<file path="src/rtl/diff_accum_pkg.sv">
// Shared types and saturation-limit helpers for the frame accumulator.
package diff_accum_pkg;

    typedef enum logic [1:0] {
        IDLE  = 2'd0,
        ACCUM = 2'd1,
        DONE  = 2'd2
    } state_t;

    // Widest accumulator the limit helpers can describe.
    localparam int unsigned MAX_ACC_WIDTH = 64;

    // Largest signed value of a w-bit word, zero-extended to MAX_ACC_WIDTH.
    function automatic logic [MAX_ACC_WIDTH-1:0] acc_max(input int unsigned w);
        logic [MAX_ACC_WIDTH-1:0] r;
        r = '0;
        for (int unsigned i = 0; i < MAX_ACC_WIDTH; i++) begin
            if (i < w - 1) r[i] = 1'b1;
        end
        return r;
    endfunction

    // Smallest signed value of a w-bit word; the low w bits are 1 followed by zeros.
    function automatic logic [MAX_ACC_WIDTH-1:0] acc_min(input int unsigned w);
        logic [MAX_ACC_WIDTH-1:0] r;
        r = '1;
        for (int unsigned i = 0; i < MAX_ACC_WIDTH; i++) begin
            if (i < w - 1) r[i] = 1'b0;
        end
        return r;
    endfunction

endpackage

</file>
<file path="src/rtl/diff_accum_sat_add.sv">
// Combinational signed saturating adder.
module sat_add
    import diff_accum_pkg::*;
#(
    parameter int unsigned W = 40
) (
    input  logic signed [W-1:0] a,
    input  logic signed [W-1:0] b,
    output logic signed [W-1:0] sum,
    output logic                sat
);

    localparam logic [W-1:0] MAX_V = W'(acc_max(W));
    localparam logic [W-1:0] MIN_V = W'(acc_min(W));

    logic [W:0] full;

    // One guard bit: overflow shows as disagreement between the top two bits.
    always_comb begin
        full = {a[W-1], a} + {b[W-1], b};
        sat  = full[W] ^ full[W-1];
        if (!sat) begin
            sum = full[W-1:0];
        end else if (full[W]) begin
            sum = MIN_V;
        end else begin
            sum = MAX_V;
        end
    end

endmodule

</file>
<file path="src/rtl/diff_accum.sv">
// Frame accumulator: sums a programmable number of signed differences with
// saturation and hands one result per frame to a valid/ready sink.
module diff_accum
    import diff_accum_pkg::*;
#(
    parameter int unsigned WIDTH     = 32,
    parameter int unsigned ACC_WIDTH = 40,
    parameter int unsigned LEN_WIDTH = 8
) (
    input  logic                 clk,
    input  logic                 rst_n,
    input  logic                 start,
    input  logic [LEN_WIDTH-1:0] frame_len,
    input  logic                 in_valid,
    output logic                 in_ready,
    input  logic [WIDTH-1:0]     in_diff,
    output logic                 out_valid,
    input  logic                 out_ready,
    output logic [ACC_WIDTH-1:0] out_sum,
    output logic                 out_sat,
    output logic                 busy
);

    state_t                 state_q, state_d;
    logic [LEN_WIDTH-1:0]   len_q, len_d;
    logic [LEN_WIDTH-1:0]   count_q, count_d;
    logic [ACC_WIDTH-1:0]   acc_q, acc_d;
    logic [ACC_WIDTH-1:0]   sum_q, sum_d;
    logic                   sat_q, sat_d;

    logic [ACC_WIDTH-1:0]   diff_ext;
    logic [ACC_WIDTH-1:0]   add_sum;
    logic                   add_sat;
    logic                   beat;
    logic                   last_beat;

    assign diff_ext  = {{(ACC_WIDTH - WIDTH){in_diff[WIDTH-1]}}, in_diff};
    assign in_ready  = (state_q == ACCUM);
    assign out_valid = (state_q == DONE);
    assign busy      = (state_q != IDLE);
    assign out_sum   = sum_q;
    assign out_sat   = sat_q;
    assign beat      = in_valid && in_ready;
    // len_q is never zero in ACCUM, so len_q-1 cannot underflow here.
    assign last_beat = (count_q == len_q - LEN_WIDTH'(1));

    sat_add #(
        .W (ACC_WIDTH)
    ) u_sat_add (
        .a   (acc_q),
        .b   (diff_ext),
        .sum (add_sum),
        .sat (add_sat)
    );

    // Next-state and datapath update.
    always_comb begin
        state_d = state_q;
        len_d   = len_q;
        count_d = count_q;
        acc_d   = acc_q;
        sum_d   = sum_q;
        sat_d   = sat_q;
        unique case (state_q)
            IDLE: begin
                if (start && (frame_len != '0)) begin
                    len_d   = frame_len;
                    count_d = '0;
                    acc_d   = '0;
                    sat_d   = 1'b0;
                    state_d = ACCUM;
                end
            end
            ACCUM: begin
                if (beat) begin
                    acc_d   = add_sum;
                    count_d = count_q + LEN_WIDTH'(1);
                    sat_d   = sat_q | add_sat;
                    if (last_beat) begin
                        sum_d   = add_sum;
                        state_d = DONE;
                    end
                end
            end
            DONE: begin
                if (out_ready) state_d = IDLE;
            end
            default: state_d = IDLE;
        endcase
    end

    // State and datapath registers.
    always_ff @(posedge clk or negedge rst_n) begin
        if (!rst_n) begin
            state_q <= IDLE;
            len_q   <= '0;
            count_q <= '0;
            acc_q   <= '0;
            sum_q   <= '0;
            sat_q   <= 1'b0;
        end else begin
            state_q <= state_d;
            len_q   <= len_d;
            count_q <= count_d;
            acc_q   <= acc_d;
            sum_q   <= sum_d;
            sat_q   <= sat_d;
        end
    end

endmodule

</file>
<file path="config.mk">
export PLATFORM = sky130hd
export DESIGN_NAME = diff_accum
export DESIGN_NICKNAME = d
export VERILOG_FILES = /design/src/rtl/diff_accum_pkg.sv /design/src/rtl/diff_accum_sat_add.sv /design/src/rtl/diff_accum.sv
export SDC_FILE = /design/constraint.sdc
export NUM_CORES = 1
export LEC_CHECK = 0
export ABC_CLOCK_PERIOD_IN_PS = 3300
export BUFFER_PORTS_ARGS = -buffer_cell sky130_fd_sc_hd__buf_2
export CAP_MARGIN = 20
export CORE_AREA = 4 4 114 127
export DETAILED_ROUTE_END_ITERATION = 10
export DIE_AREA = 0 0 118 131
export PLACE_DENSITY = 0.73
export SYNTH_ARGS = -nofsm -noshare
export SYNTH_HDL_FRONTEND = slang
export SYNTH_SLANG_ARGS = --single-unit
</file>
<file path="constraint.sdc">
create_clock -name clk -period 3.3 [get_ports clk]
set_input_delay 0.33 -clock clk [delete_from_list [all_inputs] [get_ports clk]]
set_output_delay 0.33 -clock clk [all_outputs]
set_load 0.01 [all_outputs]
</file>
==> qor.csv, run 1 <==
stage,metric,value,unit
placed_design,placed_cell_area,7305,sq um
status,violations,negative hold slack,
power,p_leak,3.670,nW
die,die_area,15460,sq um
placed_design,gp_congestion,0.9092,
detailed_routing,avgViaCountPerCell,5.766,
synthesis,synth_nets,857,
timing,slew_violations,0,
power,pwr-share-clk,12.6,%
clocking,clk_transition_reported_paths,0.07,ns
timing,worst_slack,0.1738,ns
setup_path,worst_path_max_delay_cell,or4_4,
synthesis,synthMuxAreaShare,0.7909,%
detailed_routing,drcViolationCount,0,
global_routing,grt_pass1_wl,29.00,mm
detailed_routing,postRouteAntennaNets,0,
die,pin_count,89,
synthesis,yosys.area_share.adder,8.410,%
global_routing,overflow,0,
clocking,clock_path_buffers,2,
timing,final.min_clock_period,3.126,ns
synthesis,synth-async-reset-ratio,100.0,%
synthesis,synth-xor-area-share,6.211,%
synthesis,synth_edf_count,0,
cells_and_area,fin_cells,1040,
cells_and_area,insertedDiodeCount,0,
synthesis,yosys_warnings,0,
die,initial_core_util,49.50,%
setup_path,cp_slowest_stage_delay,0.54,ns
timing,hold_viol_final,5,
status,status,finished with violations,
setup_path,reg2reg_from,acc_q[3],
detailed_routing,drt-initial-drc-count,305,
setup_path,worstPathCellList,ha_1 -> o211ai_1 -> o211ai_1 -> a21oi_2 -> o31ai_1 -> o31ai_2 -> xnor2_1 -> and3_2 -> or4_4 -> a22o_1,
cells_and_area,ff_latch_area,2477,sq um
power,power.share.sequential,25.2,%
setup_path,cp_common_cell,o211ai_1,
cells_and_area,nets,962,
cells_and_area,fillers,1245,
power,vdd_ir_drop_max,461.9,uV
cells_and_area,area_delta_synth_final,17.96,%
global_routing,grt_usage,23.19,%
timing,holdWs,-0.01095,ns
timing,max_freq,319.9,MHz
global_routing,grt_pass1_vias,5972,
cells_and_area,utilization,58.39,%
setup_path,cp.required,3.55,ns
timing,slew_headroom,39.14,%
synthesis,synth_area_leaders,"dfrtp_1, a21oi_1, ha_1",
cells_and_area,stdcell_area,7651,sq um
setup_path,critPathLaunchType,flip-flop,
min_path,min_path_type,in2async,
cells_and_area,drive_above_1_share,19.34,%
clocking,cts_tree,yes,
die,rows,44,
die,fp.dieW,118,um
synthesis,yosys_register_bits,99,
synthesis,netlist.top_cell.by_area,dfrtp_1,
timing,finalSetupViolations,0,
cells_and_area,multiInputGateArea,3790,sq um
power,power_density,1108,nW/um^2
detailed_routing,routedWlPerCell,16.70,um
synthesis,synth_cells,769,
setup_path,crit_start,acc_q[3],
power,switchingPower,3.893,mW
setup_path,cp.arrival,3.38,ns
detailed_routing,routed_wl,17.37,mm
synthesis,ys_types,60,
placed_design,hpwl,13.04,mm
synthesis,synth-simple-area-share,18.58,%
timing,min_period_over_period,94.73,%
synthesis,synth_area_per_cell,8.435,sq um
detailed_routing,firstDrtPassIters,5,
setup_path,critical_path_class,reg2reg,
placed_design,dpl_worst_slack,-0.005679,ns
power,swShare,45.93,%
global_routing,antenna_found_initial,0,
power,p_int,4.582,mW
synthesis,ys.flop_type,dfrtp_1,
clocking,numCtsBuffers,9,
synthesis,yosysTopAreaCellShare,38.19,%
synthesis,synth_compound_area_share,23.84,%
clocking,ctsHoldBuffers,0,
clocking,htree_levels,3,
setup_path,cp_max_fo,6,
setup_path,worst_setup_path_end_kind,flip-flop,
synthesis,netlist_area,6486,sq um
die,design.core.area,13100,sq um
timing,skew,0.006502,ns
clocking,cts_root_buffer,clkbuf_16,
synthesis,synth_top_family_by_area,compound AO/OA/AOI/OAI gates,
placed_design,portBuffers,88,
clocking,clk_latency,0.36,ns
detailed_routing,dr_total_vias,5997,
power,pwr-share-comb,62.2,%
clocking,cts.sinks,99,
placed_design,dp_cells,1023,
global_routing,grt_max_degree,51,
synthesis,ys_seq_area_share,38.19,%
flow_run,cap_viol_max_count,0,
die,die_y,131,um
timing,worst_pin_slew,0.9103,ns
metal layers:
layer / up-vias / global-route usage, % / routed length [um]
li1: 2945 / - / -
met1: 2858 / 28.76 / 7529
met2: 151 / 39.72 / 8469
met3: 43 / 4.649 / 778
met4: 0 / 10.34 / 593
met5: - / 0 / 0
synth_stat cells, types with 3 or more instances:
cell / n
a21oi_1: 111
nand2_1: 105
dfrtp_1: 99
nor2_1: 69
o21ai_0: 63
ha_1: 42
xnor2_1: 29
clkbuf_1: 22
inv_1: 17
xor2_1: 17
a21o_1: 16
nand3_1: 15
nand4_1: 12
nor3_1: 11
nand2b_1: 10
and2_1: 9
and3_1: 8
buf_2: 8
o211ai_1: 7
a211oi_1: 6
a21oi_2: 6
a22o_1: 6
buf_6: 5
a31oi_1: 4
buf_1: 4
mux2i_1: 4
nand3b_1: 4
nor2b_1: 4
nor4_1: 4
o21bai_1: 4
or3_1: 4
a21boi_0: 3
and4_1: 3
o31ai_1: 3
or2_2: 3
power groups by stage:
| stage | registers, mW | clock network [mW] | logic [mW] |
|---|---|---|---|
| after global placement | 2.14 | 0 | 5.11 |
| after CTS | 2.13 | 1.09 | 5.22 |
| after detailed placement | 2.14 | 0 | 5.18 |
| after global routing | 2.21 | 1.14 | 5.91 |
| final | 2.14 | 1.07 | 5.27 |
| after floorplan | 2.18 | 0 | 3.60 |
cells by family (layout without fill, tap and decap cells):
group / after synthesis / count (layout)
compound gates: 256 / 256
xor+xnor: 46 / 46
fa+ha+maj: 43 / 43
buf+inv: 56 / 166
flops: 99 / 99
mux: 5 / 5
simple gates: 264 / 264
worst max-delay path: cells and delay by family, from the launching register on:
kind	cells	cell delay, ns
AO/OA/AOI/OAI	6	1.33
AND/OR/NAND/NOR	2	0.80
flip-flops	1	0.39
adder cells (fa/ha/maj)	1	0.35
XOR/XNOR	1	0.15
cells in the final DEF, fill, tap and decap left out, types with 4 or more instances in the layout:
master	n
nor3_1	11
buf_4	42
nor2b_1	4
a31oi_1	4
a21o_1	16
buf_2	87
nand3_1	15
nand3b_1	4
o21bai_1	4
nand2_1	103
a21oi_2	9
xor2_1	17
a21oi_1	108
mux2i_1	4
xnor2_1	29
ha_1	42
nor4_1	4
inv_1	17
a211oi_1	5
dfrtp_1	99
clkbuf_16	9
nor2_1	69
nand2b_1	10
o211ai_1	7
or3_1	4
and3_1	7
and2_1	9
a22o_1	6
o21ai_0	62
nand4_1	12
state kept, by name, indices dropped and copies added (netlist names):
name	flops
acc_q	40
out_sum	40
count_q	8
len_q	8
state_q	2
out_sat	1
cell type report:
class                   instances  share of cell area [%]
clock buffers                  11                   3.042
multi-input cells             614                   49.53
repair buffers                133                   10.74
well taps                     161                   2.633
flip-flops and latches         99                   32.38
clock inverters                 5                  0.8340
inverters                      17                  0.8340
through the flow:
| stage | power [mW] | setup TNS [ns] |
|---|---|---|
| floorplan | 5.779 | 0 |
| global placement | 7.245 | -0.06606 |
| detailed placement | 7.320 | -0.005679 |
| CTS | 8.443 | 0 |
| global route | 9.257 | -0.002309 |
| finish | 8.474 | 0 |
final timing paths:
kind / endpoint / slack, ns / cells past startpoint
max: out_sum[26] / 0.17 / 10
min in group clk: state_q[1] / 0.15 / 2
max in group asynchronous: out_sum[17] / 2.62 / 2
max reg2reg: out_sum[26] / 0.17 / 10
min: acc_q[36] / -0.01 / 1
min reg2reg: out_sum[39] / 0.48 / 2
repair_timing:
item                                    4_1_cts  5_1_grt
resized for setup                             0       14
endpoints found under the hold margin         0        0
buffers inserted                              0        1
endpoints found under the setup margin        0       60
Power figures use the tool's default switching activity.
==> run 2, diff against run 1 <==
==> constraint.sdc (replaced) <==
create_clock -name clk -period 3.3 [get_ports clk]
set_input_delay 0.165 -clock clk [delete_from_list [all_inputs] [get_ports clk]]
set_output_delay 0.165 -clock clk [all_outputs]
set_load 0.01 [all_outputs]
==> run 2 against run 1 <==
  * The run now ends clean
  * Clock skew increased by 0.00063 ns
  * Critical path depth unchanged
  * Via count decreased by 0.80%
  * Combinational power decreased by 1%
  * Fmax decreased by 1.0%
  * Design area decreased by 0.75%
  * Clock power about the same
  * Final cell count decreased by 0.87%
  * Critical path type unchanged
  * Highest routed layer unchanged
==> qor.csv, run 2 (synthesis gave the netlist of run 1 again) <==
stage,metric,value,unit,change
status,status,"finished, final reports clean",,
placed_design,dpl_worst_slack,0.06349,ns,+0.06917 ns
cells_and_area,utilization,57.95,%,-0.44 points
placed_design,dp_cells,1014,,-0.88%
min_path,min_path_type,in2reg,,
placed_design,gp_congestion,0.9470,,+4.2%
setup_path,regToRegSetupSlack,0.14,ns,-0.03 ns
clocking,htree_levels,3,,unchanged
die,rows,44,,unchanged
timing,worst_slack,0.1414,ns,-0.03234 ns
setup_path,worst_setup_path_end_kind,flip-flop,,
global_routing,grt_max_degree,52,,+2.0%
placed_design,portBuffers,88,,unchanged
detailed_routing,routed_wl,17.28,mm,-0.51%
timing,holdWs,0.01070,ns,+0.02165 ns
setup_path,r2r_cells,10,,unchanged
clocking,clk_transition_reported_paths,0.06,ns,about the same
timing,slew_headroom,56.62,%,+17 points
min_path,min-delay-start,out_ready,,
setup_path,cp.arrival,3.41,ns,+0.03 ns
setup_path,cp_slowest_stage_delay,0.55,ns,about the same
die,design.core.area,13100,sq um,unchanged
cells_and_area,area_delta_synth_final,17.07,%,
cells_and_area,drive_above_1_share,18.51,%,-0.83 points
power,pwr-share-clk,12.8,%,+0.2 points
setup_path,critPathLaunchType,flip-flop,,
detailed_routing,postRouteAntennaNets,0,,unchanged
power,vdd_ir_drop_max,452.0,uV,-2.2%
detailed_routing,drt-initial-drc-count,297,,-2.6%
timing,hold_viol_final,0,,-5
cells_and_area,nets,954,,-0.83%
die,initial_core_util,49.50,%,unchanged
global_routing,grt_usage,22.97,%,-0.22 points
cells_and_area,stdcell_area,7594,sq um,-0.75%
die,die_y,131,um,unchanged
power,pwr-share-comb,61.8,%,-0.4 points
clocking,numCtsBuffers,9,,unchanged
power,swShare,45.77,%,-0.17 points
setup_path,r2r_end,out_sum[26],,
setup_path,cp.required,3.55,ns,about the same
die,die_area,15460,sq um,unchanged
detailed_routing,firstDrtPassIters,5,,unchanged
power,switchingPower,3.849,mW,-1.1%
power,power_density,1108,nW/um^2,about the same
timing,skew,0.007132,ns,+0.0006295 ns
global_routing,antenna_found_initial,0,,unchanged
timing,max_freq,316.6,MHz,-1.0%
timing,worst_pin_slew,0.6507,ns,-0.2596 ns
setup_path,worst_path_max_delay_cell,or4_4,,
global_routing,grt_pass1_wl,28.88,mm,-0.43%
setup_path,worstPathCellList,ha_1 -> a21oi_4 -> o21ai_1 -> a2111oi_4 -> o31ai_2 -> a31o_1 -> a311o_1 -> and3_2 -> or4_4 -> a22o_1,,
timing,final.min_clock_period,3.159,ns,+0.03234 ns
cells_and_area,fin_cells,1031,,-0.87%
timing,slew_violations,0,,unchanged
cells_and_area,layout_common_cells,"a21oi_1, nand2_1, dfrtp_1",,
cells_and_area,layout_commonest_cell,a21oi_1,,
cells_and_area,insertedDiodeCount,0,,unchanged
min_path,min_to,state_q[1],,
timing,finalSetupViolations,0,,unchanged
setup_path,reg2reg_from,acc_q[9],,
placed_design,placed_cell_area,7224,sq um,-1.1%
setup_path,cp_max_fo,6,,unchanged
timing,tns,0,ns,unchanged
clocking,cts_tree,yes,,
global_routing,grt_pass1_vias,6024,,+0.87%
flow_run,cap_viol_max_count,0,,unchanged
global_routing,overflow,0,,unchanged
power,p_int,4.562,mW,-0.43%
clocking,clock_path_buffers,2,,unchanged
detailed_routing,routedWlPerCell,16.76,um,+0.36%
placed_design,hpwl,13.00,mm,-0.36%
power,p_total,8.411,mW,-0.74%
clocking,cts.sinks,99,,unchanged
detailed_routing,avgViaCountPerCell,5.770,,about the same
min_path,worstHoldPathCells,2,,
detailed_routing,drcViolationCount,0,,unchanged
power,p_leak,3.631,nW,-1.1%
power,power.share.sequential,25.4,%,+0.2 points
timing,min_period_over_period,95.71,%,+0.98 points
die,fp.dieW,118,um,unchanged
setup_path,critical_path_class,reg2reg,,
clocking,clk_latency,0.36,ns,about the same
detailed_routing,dr_total_vias,5949,,-0.80%
clocking,cts_root_buffer,clkbuf_16,,
die,pin_count,89,,unchanged
timing,rsz0062_at_grt,no,,
## run 2: cell count changes in the layout (fill, tap and decap cells not counted), sizes merged
cell	change
buf	-9
clkbuf	+2
dlygate4sd3	+1
clkinv	-2
clkinvlp	-1
## run 2: layout make-up
| type | count | area (sq um) |
|---|---|---|
| Sequential cell | 99 | 2477 |
| Timing Repair Buffer | 125 | 748.2 |
| Clock inverter | 2 | 35.03 |
| Multi-Input combinational cell | 614 | 3807 |
| Inverter | 17 | 63.81 |
| Clock buffer | 13 | 260.3 |
| Tap cell | 161 | 201.4 |
| Fill cell | 1254 | 5509 |
## run 2: critical path: cells and delay by family (launching register included)
family          cells  cell delay, ns
simple gates        2            0.78
fa+ha+maj           1            0.32
compound gates      7            1.57
flops               1            0.38
## run 2: power groups by stage
stage | sequential (mW) | clock (mW) | combinational [mW]
5_1_grt | 2.20 | 1.13 | 5.84
3_5_place_dp | 2.15 | 0 | 5.08
3_3_place_gp | 2.13 | 0 | 5.01
4_1_cts | 2.13 | 1.09 | 5.13
2_1_floorplan | 2.18 | 0 | 3.60
6_report | 2.13 | 1.07 | 5.20
## run 2: metal layers
layer / part of all wire [%] / track usage (%) / vias to the layer above / wire length [um]
li1: - / - / 2928 / -
met1: 43 / 27.64 / 2815 / 7373
met2: 50 / 41.37 / 169 / 8620
met3: 4.6 / 3.831 / 37 / 799
met4: 2.8 / 9.448 / 0 / 488
met5: 0 / 0 / - / 0
## run 2: how the worst max path moves through the flow
| stage | start | end | slack [ns] | cells after the start |
|---|---|---|---|---|
| 6_report | acc_q[9] | out_sum[26] | 0.14 | 10 |
| 5_1_grt | acc_q[6] | out_sum[37] | 0.004 | 10 |
| 4_1_cts | acc_q[0] | acc_q[31] | 0.0006 | 12 |
| 3_5_place_dp | acc_q[0] | acc_q[31] | 0.06 | 12 |
| 3_3_place_gp | acc_q[1] | out_sum[26] | 0.14 | 10 |
| 2_1_floorplan | acc_q[0] | out_sum[26] | 0.23 | 12 |
## run 2: what timing repair did
action | 4_1_cts | 5_1_grt
buffers inserted | 0 | 1
hold buffers | 1 | 0
hold endpoints to repair | 48 | 0
gates resized for setup | 0 | 13
endpoints found under the setup margin | 0 | 77
